[src/rtl/nibble_bank_ctrl_pkg.sv]
// nibble_bank_ctrl_pkg: shared defaults and types for the nibble bank.
//   DEPTH_D / W_D / AW_D : default geometry (256 x 4-bit, 8-bit address)
//   CW                   : count width, one wider than the address so DEPTH fits
//   bank_state_t         : fill state of the bank, tracks count
package nibble_bank_ctrl_pkg;
  localparam int DEPTH_D = 256;
  localparam int W_D     = 4;
  localparam int AW_D    = 8;
  localparam int CW      = AW_D + 1;

  typedef enum logic [1:0] {
    EMPTY   = 2'd0,
    FILLING = 2'd1,
    FULL    = 2'd2
  } bank_state_t;
endpackage

[src/rtl/nibble_bank_ctrl_select.sv]
// nibble_select: combinational DEPTH:1 select of one W-bit entry.
//   bus  : flat DEPTH*W storage image, entry i at bits [i*W +: W]
//   sel  : entry index
//   data : selected entry
module nibble_select #(
  parameter int DEPTH = 256,
  parameter int W     = 4,
  parameter int AW    = 8
) (
  input  logic [DEPTH*W-1:0] bus,
  input  logic [AW-1:0]      sel,
  output logic [W-1:0]       data
);
  // Packed 2-D view lets the select be a plain index.
  logic [DEPTH-1:0][W-1:0] words;

  assign words = bus;
  assign data  = words[sel];
endmodule

[src/rtl/nibble_bank_ctrl.sv]
// nibble_bank_ctrl: 256 x 4-bit nibble bank, serially filled, randomly read.
//   clk, rst_n          : clock, async active-low reset
//   clear               : synchronous flush (count -> 0, no write that cycle)
//   wr_valid/ready/data : fill stream, written at entry count
//   rd_req_valid/ready  : read request handshake, rd_addr selects the entry
//   rd_rsp_valid/ready  : registered response handshake, rd_data / rd_miss
//   count, full, empty  : fill level and its decoded state
module nibble_bank_ctrl
  import nibble_bank_ctrl_pkg::*;
#(
  parameter int DEPTH = DEPTH_D,
  parameter int W     = W_D,
  parameter int AW    = AW_D
) (
  input  logic          clk,
  input  logic          rst_n,
  input  logic          clear,
  input  logic          wr_valid,
  output logic          wr_ready,
  input  logic [W-1:0]  wr_data,
  input  logic          rd_req_valid,
  output logic          rd_req_ready,
  input  logic [AW-1:0] rd_addr,
  output logic          rd_rsp_valid,
  input  logic          rd_rsp_ready,
  output logic [W-1:0]  rd_data,
  output logic          rd_miss,
  output logic [AW:0]   count,
  output logic          full,
  output logic          empty
);
  localparam logic [AW:0] LAST = (AW+1)'(DEPTH - 1);

  logic [DEPTH-1:0][W-1:0] bank;
  bank_state_t             state;
  logic                    wr_acc, rd_acc, miss;
  logic [W-1:0]            sel_data;

  assign full         = (state == FULL);
  assign empty        = (state == EMPTY);
  assign wr_ready     = !full;
  assign wr_acc       = wr_valid && wr_ready && !clear;
  assign rd_req_ready = !rd_rsp_valid || rd_rsp_ready;
  assign rd_acc       = rd_req_valid && rd_req_ready;
  // Judged on the pre-write count, so reading the entry being written misses.
  assign miss         = ({1'b0, rd_addr} >= count);

  // Storage carries no reset; entries at or above count are never returned.
  always_ff @(posedge clk) begin
    if (wr_acc) bank[count[AW-1:0]] <= wr_data;
  end

  // Fill state and count move together; only a write or clear changes them.
  always_ff @(posedge clk or negedge rst_n) begin
    if (!rst_n) begin
      count <= '0;
      state <= EMPTY;
    end else if (clear) begin
      count <= '0;
      state <= EMPTY;
    end else if (wr_acc) begin
      count <= count + 1'b1;
      state <= (count == LAST) ? FULL : FILLING;
    end
  end

  nibble_select #(.DEPTH(DEPTH), .W(W), .AW(AW)) u_sel (
    .bus  (bank),
    .sel  (rd_addr),
    .data (sel_data)
  );

  // Single-entry response register; clear deliberately does not touch it.
  always_ff @(posedge clk or negedge rst_n) begin
    if (!rst_n) begin
      rd_rsp_valid <= 1'b0;
      rd_data      <= '0;
      rd_miss      <= 1'b0;
    end else if (rd_acc) begin
      rd_rsp_valid <= 1'b1;
      rd_miss      <= miss;
      rd_data      <= miss ? '0 : sel_data;
    end else if (rd_rsp_ready) begin
      rd_rsp_valid <= 1'b0;
    end
  end
endmodule
[config.mk]
export PLATFORM = sky130hd
export DESIGN_NAME = nibble_bank_ctrl
export DESIGN_NICKNAME = d
export VERILOG_FILES = /design/src/rtl/nibble_bank_ctrl_pkg.sv /design/src/rtl/nibble_bank_ctrl_select.sv /design/src/rtl/nibble_bank_ctrl.sv
export SDC_FILE = /design/constraint.sdc
export NUM_CORES = 1
export LEC_CHECK = 0
export ABC_AREA = 1
export BUFFER_PORTS_ARGS = -buffer_cell sky130_fd_sc_hd__clkbuf_2
export CAP_MARGIN = 30
export CORE_MARGIN = 2
export CORE_UTILIZATION = 45
export CTS_BUF_LIST = sky130_fd_sc_hd__clkbuf_8
export DETAILED_ROUTE_END_ITERATION = 8
export MAX_ROUTING_LAYER = met4
export PLACE_DENSITY = 0.62
export SLEW_MARGIN = 20
export SYNTH_ARGS = -nofsm -noshare
export SYNTH_HDL_FRONTEND = slang
export SYNTH_HIERARCHICAL = 1
export SYNTH_SLANG_ARGS = --single-unit
[constraint.sdc]
create_clock -name clk -period 4.8 [get_ports clk]
set_input_delay 0.96 -clock clk [delete_from_list [all_inputs] [get_ports clk]]
set_output_delay 0.96 -clock clk [all_outputs]
set_load 0.03 [all_outputs]
=== Yosys cells after proc, flatten, opt, wreduce, memory -nomap -nowiden ===
Index checks and enable logic that the tools add are counted.

* Add/subtract/negate cells: 1
* Magnitude comparators: 4
* Equal/unequal tests: 2
* Mux-type cells: 13
* Reductions and logical operators: 11

{| class="wikitable"
|+ Operators by type and width
! operator !! number
|-
| $bwmux 1024 || 1
|-
| $bmux 4 s8 || 1
|-
| $demux 4 s8 || 1
|-
| $lt 8x9->1 const B || 2
|-
| $mux 9 || 2
|-
| $mux 4 || 3
|-
| $add 9x1->9 const B || 1
|-
| $eq 9x8->1 const B || 1
|-
| $ge 8x9->1 || 1
|-
| $ge 8x1->1 const B || 1
|-
| $mux 2 || 3
|-
| $logic_and 1x1->1 || 4
|-
| $reduce_bool 2->1 || 2
|-
| $logic_not 1->1 || 3
|-
| $eq 2x2->1 const B || 1
|-
| $logic_not 2->1 || 1
|-
| $mux 1 || 2
|-
| $logic_or 1x1->1 || 1
|}

* Register bits after elaboration: 1041
* Bits of input ports: 18
* Output and inout port bits: 19
* Logic and storage cells: 292

=== Longest topological paths before layout ===
Gate-level depths: netlist of the first run.

* Word-level depth: 6
* Gate-level depth with buffers: 18
* Depth with buffers taken out: 15

=== Cells and area by module ===
Netlist of the first run, hierarchy kept.

{| class="wikitable"
|+ Modules (own cells, without submodules)
! module !! times used !! cells an instance !! area each (um2) !! seq. area each (um2)
|-
| nibble_bank_ctrl || 1 || 1515 || 33473.4 || 31174.9
|-
| nibble_select || 1 || 2306 || 10417.5 || 0.0
|}

=== Least setup slack after synthesis of the first run ===
OpenSTA, ideal clock, no wires.

* Path kind: input to register
* Start: input rd_addr[0]
* End: register rd_data[0]
* Library setup time: 66 ps
* Arrival time: 2303 ps
* Data required time: 4734 ps
* Setup slack: 2432 ps
* Stages on the path: 18
* Buffers on the path: 3
* Cell sequence: buf_6 -> inv_8 -> buf_6 -> buf_6 -> nand2_1 -> nand3_1 -> nand3_1 -> nand3_1 -> nand3_1 -> nand2_1 -> nand2_1 -> nand3_1 -> nand3_1 -> nand2_1 -> inv_1 -> nor2_1 -> nand3_1 -> nand2_1

* Word-level cells in the longest chain between the ends: 3
* Elaborated cells on any way between the ends: 4
* Those cells by class: order compare: 1; mux: 3

{| class="wikitable"
|+ Ends and longest elaborated chain
! item !! RTL line !! source
|-
| from (decl) || nibble_bank_ctrl.sv:23 || <nowiki>input logic [AW-1:0] rd_addr,</nowiki>
|-
| $bmux 4 s8 || nibble_bank_ctrl_select.sv:18 || <nowiki>assign data = words[sel];</nowiki>
|-
| $mux 4 (implied by the code) || nibble_bank_ctrl_select.sv:18 ||
|-
| net sel_data[0] || nibble_bank_ctrl.sv:37 || <nowiki>logic [W-1:0] sel_data;</nowiki>
|-
| $mux 4 || nibble_bank_ctrl.sv:82 || <nowiki>rd_data <= miss ? '0 : sel_data;</nowiki>
|-
| to (signal assigned) || nibble_bank_ctrl.sv:82 ||
|-
| to (decl) || nibble_bank_ctrl.sv:26 || <nowiki>output logic [W-1:0] rd_data,</nowiki>
|}

The timed path passes the listed nets, and every way through them passes these cells. The select of a mux whose other input is x is not followed.
A chain may end at the register's enable or synchronous reset.

=== Final worst setup path of the first run ===
* Start: input rd_addr[1]
* End: register rd_data[3]

The elaborated chain is that of the path after synthesis.

==> results of run 1 <==
[registers in the layout (all words and copies together), names as in the netlist]
signal / count
bank: 1024
count: 9
rd_data: 4
rd_miss: 1
rd_rsp_valid: 1
state: 2
[stage by stage]
step	std cells	cell area [um2]	setup slack, ns
after CTS	5224	47700	1.83
after floorplan	3821	43900	2.43
after detailed placement	4932	44800	1.02
after global placement	4932	44800	1.04
final	5226	47700	1.71
after global routing	5226	47700	1.59
[power by group through the flow]
stage | registers (mW) | clock network [mW] | logic [mW]
2_1_floorplan | 10.2 | 0 | 0.673
3_3_place_gp | 10.2 | 0 | 1.12
3_5_place_dp | 10.2 | 0 | 1.12
4_1_cts | 10.0 | 6.93 | 1.12
5_1_grt | 10.0 | 7.31 | 1.23
6_report | 10.0 | 6.81 | 1.14
[routing by layer]
| layer | share of wire [%] | vias to the layer above |
|---|---|---|
| li1 | - | 13400 |
| met3 | 9.0 | 208 |
| met4 | 2.7 | 0 |
| met2 | 45 | 1411 |
| met5 | 0 | - |
| met1 | 43 | 14600 |
[final cells by class]
| cell class | instances | area [um2] |
|---|---|---|
| fillers | 8672 | 49000 |
| flip-flops and latches | 1041 | 31200 |
| multi-input cells | 2479 | 11000 |
| clock buffers | 167 | 2300 |
| well taps | 1276 | 1600 |
| repair buffers | 94 | 838 |
| clock inverters | 125 | 621 |
| inverters | 42 | 186 |
| diodes | 2 | 5.00 |
[kinds of logic (layout without fill, tap and decap cells)]
| family | count (synthesis) | count (layout) |
|---|---|---|
| AND/OR/NAND/NOR | 2451 | 2451 |
| buffers and inverters | 301 | 428 |
| adder cells (fa/ha/maj) | 13 | 13 |
| flip-flops | 1041 | 1041 |
| AO/OA/AOI/OAI | 15 | 15 |
| other | 0 | 2 |
[worst register-to-register path, delay by kind of cell, from the launching register on]
kind                       cells  cell delay, ns
buffers and inverters          1            0.16
and+or+nand+nor                3            1.59
DFF                            1            0.48
adders and majority gates      1            0.42
[synth_stat cells (all sizes together)]
cell type | count | share of area (%)
edfxtp | 1024 | 70
buf | 216 | 3.2
o21ai | 5 | 0.057
a22o | 1 | 0.020
a31oi | 1 | 0.014
a21oi | 5 | 0.057
nand3 | 995 | 11
nor2 | 279 | 2.4
a21boi | 1 | 0.017
clkbuf | 43 | 0.37
dfrtp | 17 | 0.97
nand2 | 1162 | 10
inv | 42 | 0.38
nand4 | 13 | 0.60
ha | 13 | 0.37
o22ai | 2 | 0.029
nor3 | 2 | 0.048
[worst max path at each step]
stage,from,endpoint,slack (ns)
4_1_cts,count[0],bank[895],1.83
6_report,rd_addr[1],rd_data[3],1.71
2_1_floorplan,rd_addr[0],rd_data[0],2.43
3_5_place_dp,rd_addr[1],rd_data[0],1.02
3_3_place_gp,rd_addr[1],rd_data[0],1.04
5_1_grt,rd_addr[1],rd_data[3],1.59
==> impl_metrics.ini, run 1 <==
[clock_tree]
clockRootBuffer = clkbuf_8
clk_latency_ns = 0.85
post_cts_buffers = 0
clk_pin_slew_ns = 0.07
cts.sinks = 1041
htreeDepth = 4
numCtsBuffers = 167
cts_resized = 0
clockBufferDepth = 3
cts_tree = built
ctsHoldBuffers = 0

[timing]
setup_viol = 0
hold_ws_ns = 0.117
finClkSkew_ns = 0.0368
clock.fmax_mhz = 324
tns_ns = 0
min_period_over_period_pct = 64.3
max_slew_margin_pct = 29.1
rsz0062_at_grt = no
slew_violations = 0
finalHoldViolCount = 0
tightest_slew_ns = 1.06
fin_crit_ns = 3.09

[logic_synthesis]
synth_simple_gate_area_share_pct = 24.5
syn_inst = 3821
syn_avg_cell_area_um2 = 11.5
muxShareOfSynthArea_pct = 0
synth-adder-area-share_pct = 0.371
synth.distinct_cells = 30
ys_seq_area_share_pct = 71.0
synth_compound_area_share_pct = 0.194
syn-cell-area_um2 = 43900
syn_nets = 3852
synth_top_family_by_area = simple AND/OR/NAND/NOR gates
synth-seq-cells = 1041
synth_xor_area_share_pct = 0
ys_warn_count = 6

[critical_path]
reg2reg_depth = 5
cp.arrival_ns = 3.81
cpMostUsedCell = nand3_1
r2r_start = count[0]
r2r_slack_ns = 1.79
r2r-end = bank[895]
cp.depth = 16
crit_path_max_fanout = 92
cp-end-kind = register
critPathSlowestCell = buf_4
path_delay_family = buffers and inverters
critPathMaxStageDelay_ns = 0.71
cp.required_ns = 5.53
crit_type = in -> reg
critPathBufInv = 4
crit_path_cell_trace = buf_8 > inv_8 > buf_4 > nand3_1 > nand3_1 > nand3_1 > nand3_1 > nand2_1 > nand2_1 > nand3_1 > nand3_1 > nand2_1 > inv_1 > nor2_1 > nand3_1 > nand2_1
crit_path_start_kind = primary input

[layout]
synthToLayoutAreaGrowth_pct = 8.69
layout-drive-gt1-share_pct = 8.03
final_common_cell = nand2_1
nNetsFinal = 3856
fin_util_pct = 49.3
final_cell_mix = nand2_1, edfxtp_1, nand3_1

[global_route]
antenna_found_initial = 2
grt_util_met2_pct = 35.7
busiest_layer = met2
use_met3_pct = 4.43
grtUsageMet1_pct = 33.6
grt_overflow = 0
grt_usage_pct = 24.1
grt_max_degree = 165
grt_pass1_vias = 28700
grt_pass1_wl_um = 175000

[floorplanning]
pin_count = 37
initial_core_util_pct = 45.4
core-area_um2 = 96700
rows = 114
die_w_um = 316
die_area_um2 = 100000
die_height_um = 316

[drt]
drt-pass1-iter-count = 6
drtIter0Drc = 3645
drtAntennaViolNets = 0
wirelength_um = 117000
drc = 0
via_per_inst = 5.67
vias = 29600
routedWlPerCell_um = 22.3

[placed_design]
hpwl_um = 65000
gp_congestion = 0.878
portBuffers = 36

[pwr]
comb_power_share_pct = 6.3
p_switching_mw = 4.36
p_int_mw = 13.6
switching_share_pct = 24.3
power.total_mw = 18.0
leakagePower_nw = 16.8
p_clk_share_pct = 37.9
ir_worst_vdd_v = 0.000288
p_per_area_nw_per_um2 = 376
power_frac_seq_pct = 55.7

[job]
drv_cap = 0

[run_status]
status = finished clean

[min_path]
hp-class = in -> async
(Power assumes the default switching activity.)
==> run 2: changes to the inputs <==
clock period = 3.2 ns   (was 4.8 ns; I/O delays follow)
==> run 2 against run 1 <==
  * Critical path depth is 9 lower
  * Combinational power is 59% higher
  * Power is 52% higher
  * Global-route usage is 0.097 points higher
  * Largest power group unchanged
  * Register-to-register slack worse by 1.2 ns
  * Cell area is 2.0% higher
  * Sequential cell count stayed put
  * Largest cell class unchanged
==> impl_metrics.ini, run 2 (synthesis gave the netlist of run 1 again) <==
[critical_path]
r2r_start = count[0]
cp-end-kind = register
crit_path_max_fanout = 10
cp.arrival_ns = 3.13
r2r_slack_ns = 0.56
crit_type = reg -> reg
r2r-end = bank[318]
path_delay_family = simple AND/OR/NAND/NOR gates
crit_path_start_kind = register
critPathBufInv = 3
critPathMaxStageDelay_ns = 0.47
crit_path_cell_trace = ha_1 > buf_4 > inv_1 > nor3_4 > nand2_2 > buf_4 > nor2_1
reg2reg_depth = 7
cpMostUsedCell = buf_4
critPathSlowestCell = dfrtp_1
cp.required_ns = 3.70

[floorplanning]
rows = 114
die_height_um = 316
die_w_um = 316
core-area_um2 = 96700
initial_core_util_pct = 45.4
pin_count = 37
die_area_um2 = 100000

[timing]
tns_ns = 0
slew_violations = 0
min_period_over_period_pct = 82.4
max_slew_margin_pct = 39.5
finClkSkew_ns = 0.0357
fin_crit_ns = 2.64
tightest_slew_ns = 0.906
rsz0062_at_grt = no
setup_viol = 0
finalHoldViolCount = 0
clock.fmax_mhz = 379

[global_route]
grt_max_degree = 84
grt_overflow = 0
antenna_found_initial = 2
grt_usage_pct = 24.2
grt_pass1_vias = 28800
grt_pass1_wl_um = 174000

[clock_tree]
htreeDepth = 4
clk_pin_slew_ns = 0.06
numCtsBuffers = 162
clk_latency_ns = 0.86
cts.sinks = 1041
cts_resized = 0
clockRootBuffer = clkbuf_8
clockBufferDepth = 3
cts_tree = built

[layout]
layout-drive-gt1-share_pct = 9.80
synthToLayoutAreaGrowth_pct = 10.9
instances_no_fill = 5290
final_cell_mix = nand2_1, edfxtp_1, nand3_1
final_common_cell = nand2_1
nNetsFinal = 3915
largest_register_ffs = 1024

[job]
drv_cap = 0

[drt]
via_per_inst = 5.57
routedWlPerCell_um = 22.1
wirelength_um = 117000
drtIter0Drc = 3174
drtAntennaViolNets = 0
vias = 29500
drc = 0
drt-pass1-iter-count = 6

[placed_design]
gp_congestion = 0.871
hpwl_um = 68800
portBuffers = 36
dp_cells = 4995

[pwr]
ir_worst_vdd_v = 0.000352
power.total_mw = 27.4
power_frac_seq_pct = 54.8
p_per_area_nw_per_um2 = 562
p_switching_mw = 6.59
switching_share_pct = 24.1
comb_power_share_pct = 6.6
p_int_mw = 20.8
p_clk_share_pct = 38.6
leakagePower_nw = 17.2

[min_path]
hold_start = rd_rsp_ready
holdPathEnd = rd_rsp_valid
worstHoldPathCells = 4
hp-class = in -> reg

[run_status]
status = finished clean
run 2: cell types whose count changed in the layout (fill, tap and decap cells not counted), moves of 2 or more:
cell	delta
buf_4	+31
clkinv_2	+13
clkinv_1	+6
clkinvlp_4	+2
clkbuf_8	-4
buf_12	+32
bufinv_16	+5
inv_12	-2
inv_1	-20
run 2: worst max-delay path by stage:
stage	from	end	slack [ns]	cells past startpoint
floorplan	count[0]	bank[1020]	1.01	6
global placement	rd_addr[0]	rd_data[3]	0.23	18
detailed placement	rd_addr[0]	rd_data[1]	0.25	18
CTS	count[0]	bank[637]	0.59	7
global route	count[0]	bank[956]	0.49	7
finish	count[0]	bank[318]	0.56	7
run 2: what timing repair did:
action | 4_1_cts | 5_1_grt
hold buffers | 1 | 0
buffers inserted | 0 | 0
endpoints found under the hold margin | 17 | 0
run 2: cell type report:
class	instances	area [um2]
fillers	8585	48000
repair buffers	158	1720
clock inverters	128	754
flip-flops and latches	1041	31200
clock buffers	163	2240
well taps	1276	1600
diodes	3	7.51
multi-input cells	2479	11000
inverters	42	186
run 2: worst min-delay path, cell delays in order:
cell	delay (ns)
clkbuf_2	0.08
inv_1	0.03
nand2_1	0.08
nand2_1	0.05
run 2: power groups by stage:
| stage | clock, mW | sequential (mW) | combinational [mW] |
|---|---|---|---|
| detailed placement | 0 | 15.3 | 1.79 |
| finish | 10.5 | 15.0 | 1.81 |
| global route | 11.3 | 15.0 | 1.96 |
| floorplan | 0 | 15.3 | 1.01 |
| CTS | 10.7 | 15.0 | 1.79 |
| global placement | 0 | 15.3 | 1.78 |
run 2: stage by stage:
stage | hold WS [ns] | area, um2 | worst slack (ns) | util (%)
global route | 0.0932 | 48700 | 0.488 | 50.3
finish | 0.0830 | 48700 | 0.564 | 50.3
detailed placement | 0.466 | 45700 | 0.246 | 47.2
global placement | 0.474 | 45700 | 0.232 | 47.2
floorplan | 0.344 | 43900 | 1.01 | -
CTS | 0.0227 | 48700 | 0.595 | 50.3
run 2: routing by layer:
metal  vias up  track usage [%]  wire [um]
li1      13600                -          -
met1     14400             32.1      49600
met2      1308             36.7      53800
met3       223             5.27       9560
met4         0             9.10       3960
met5         -                -          0
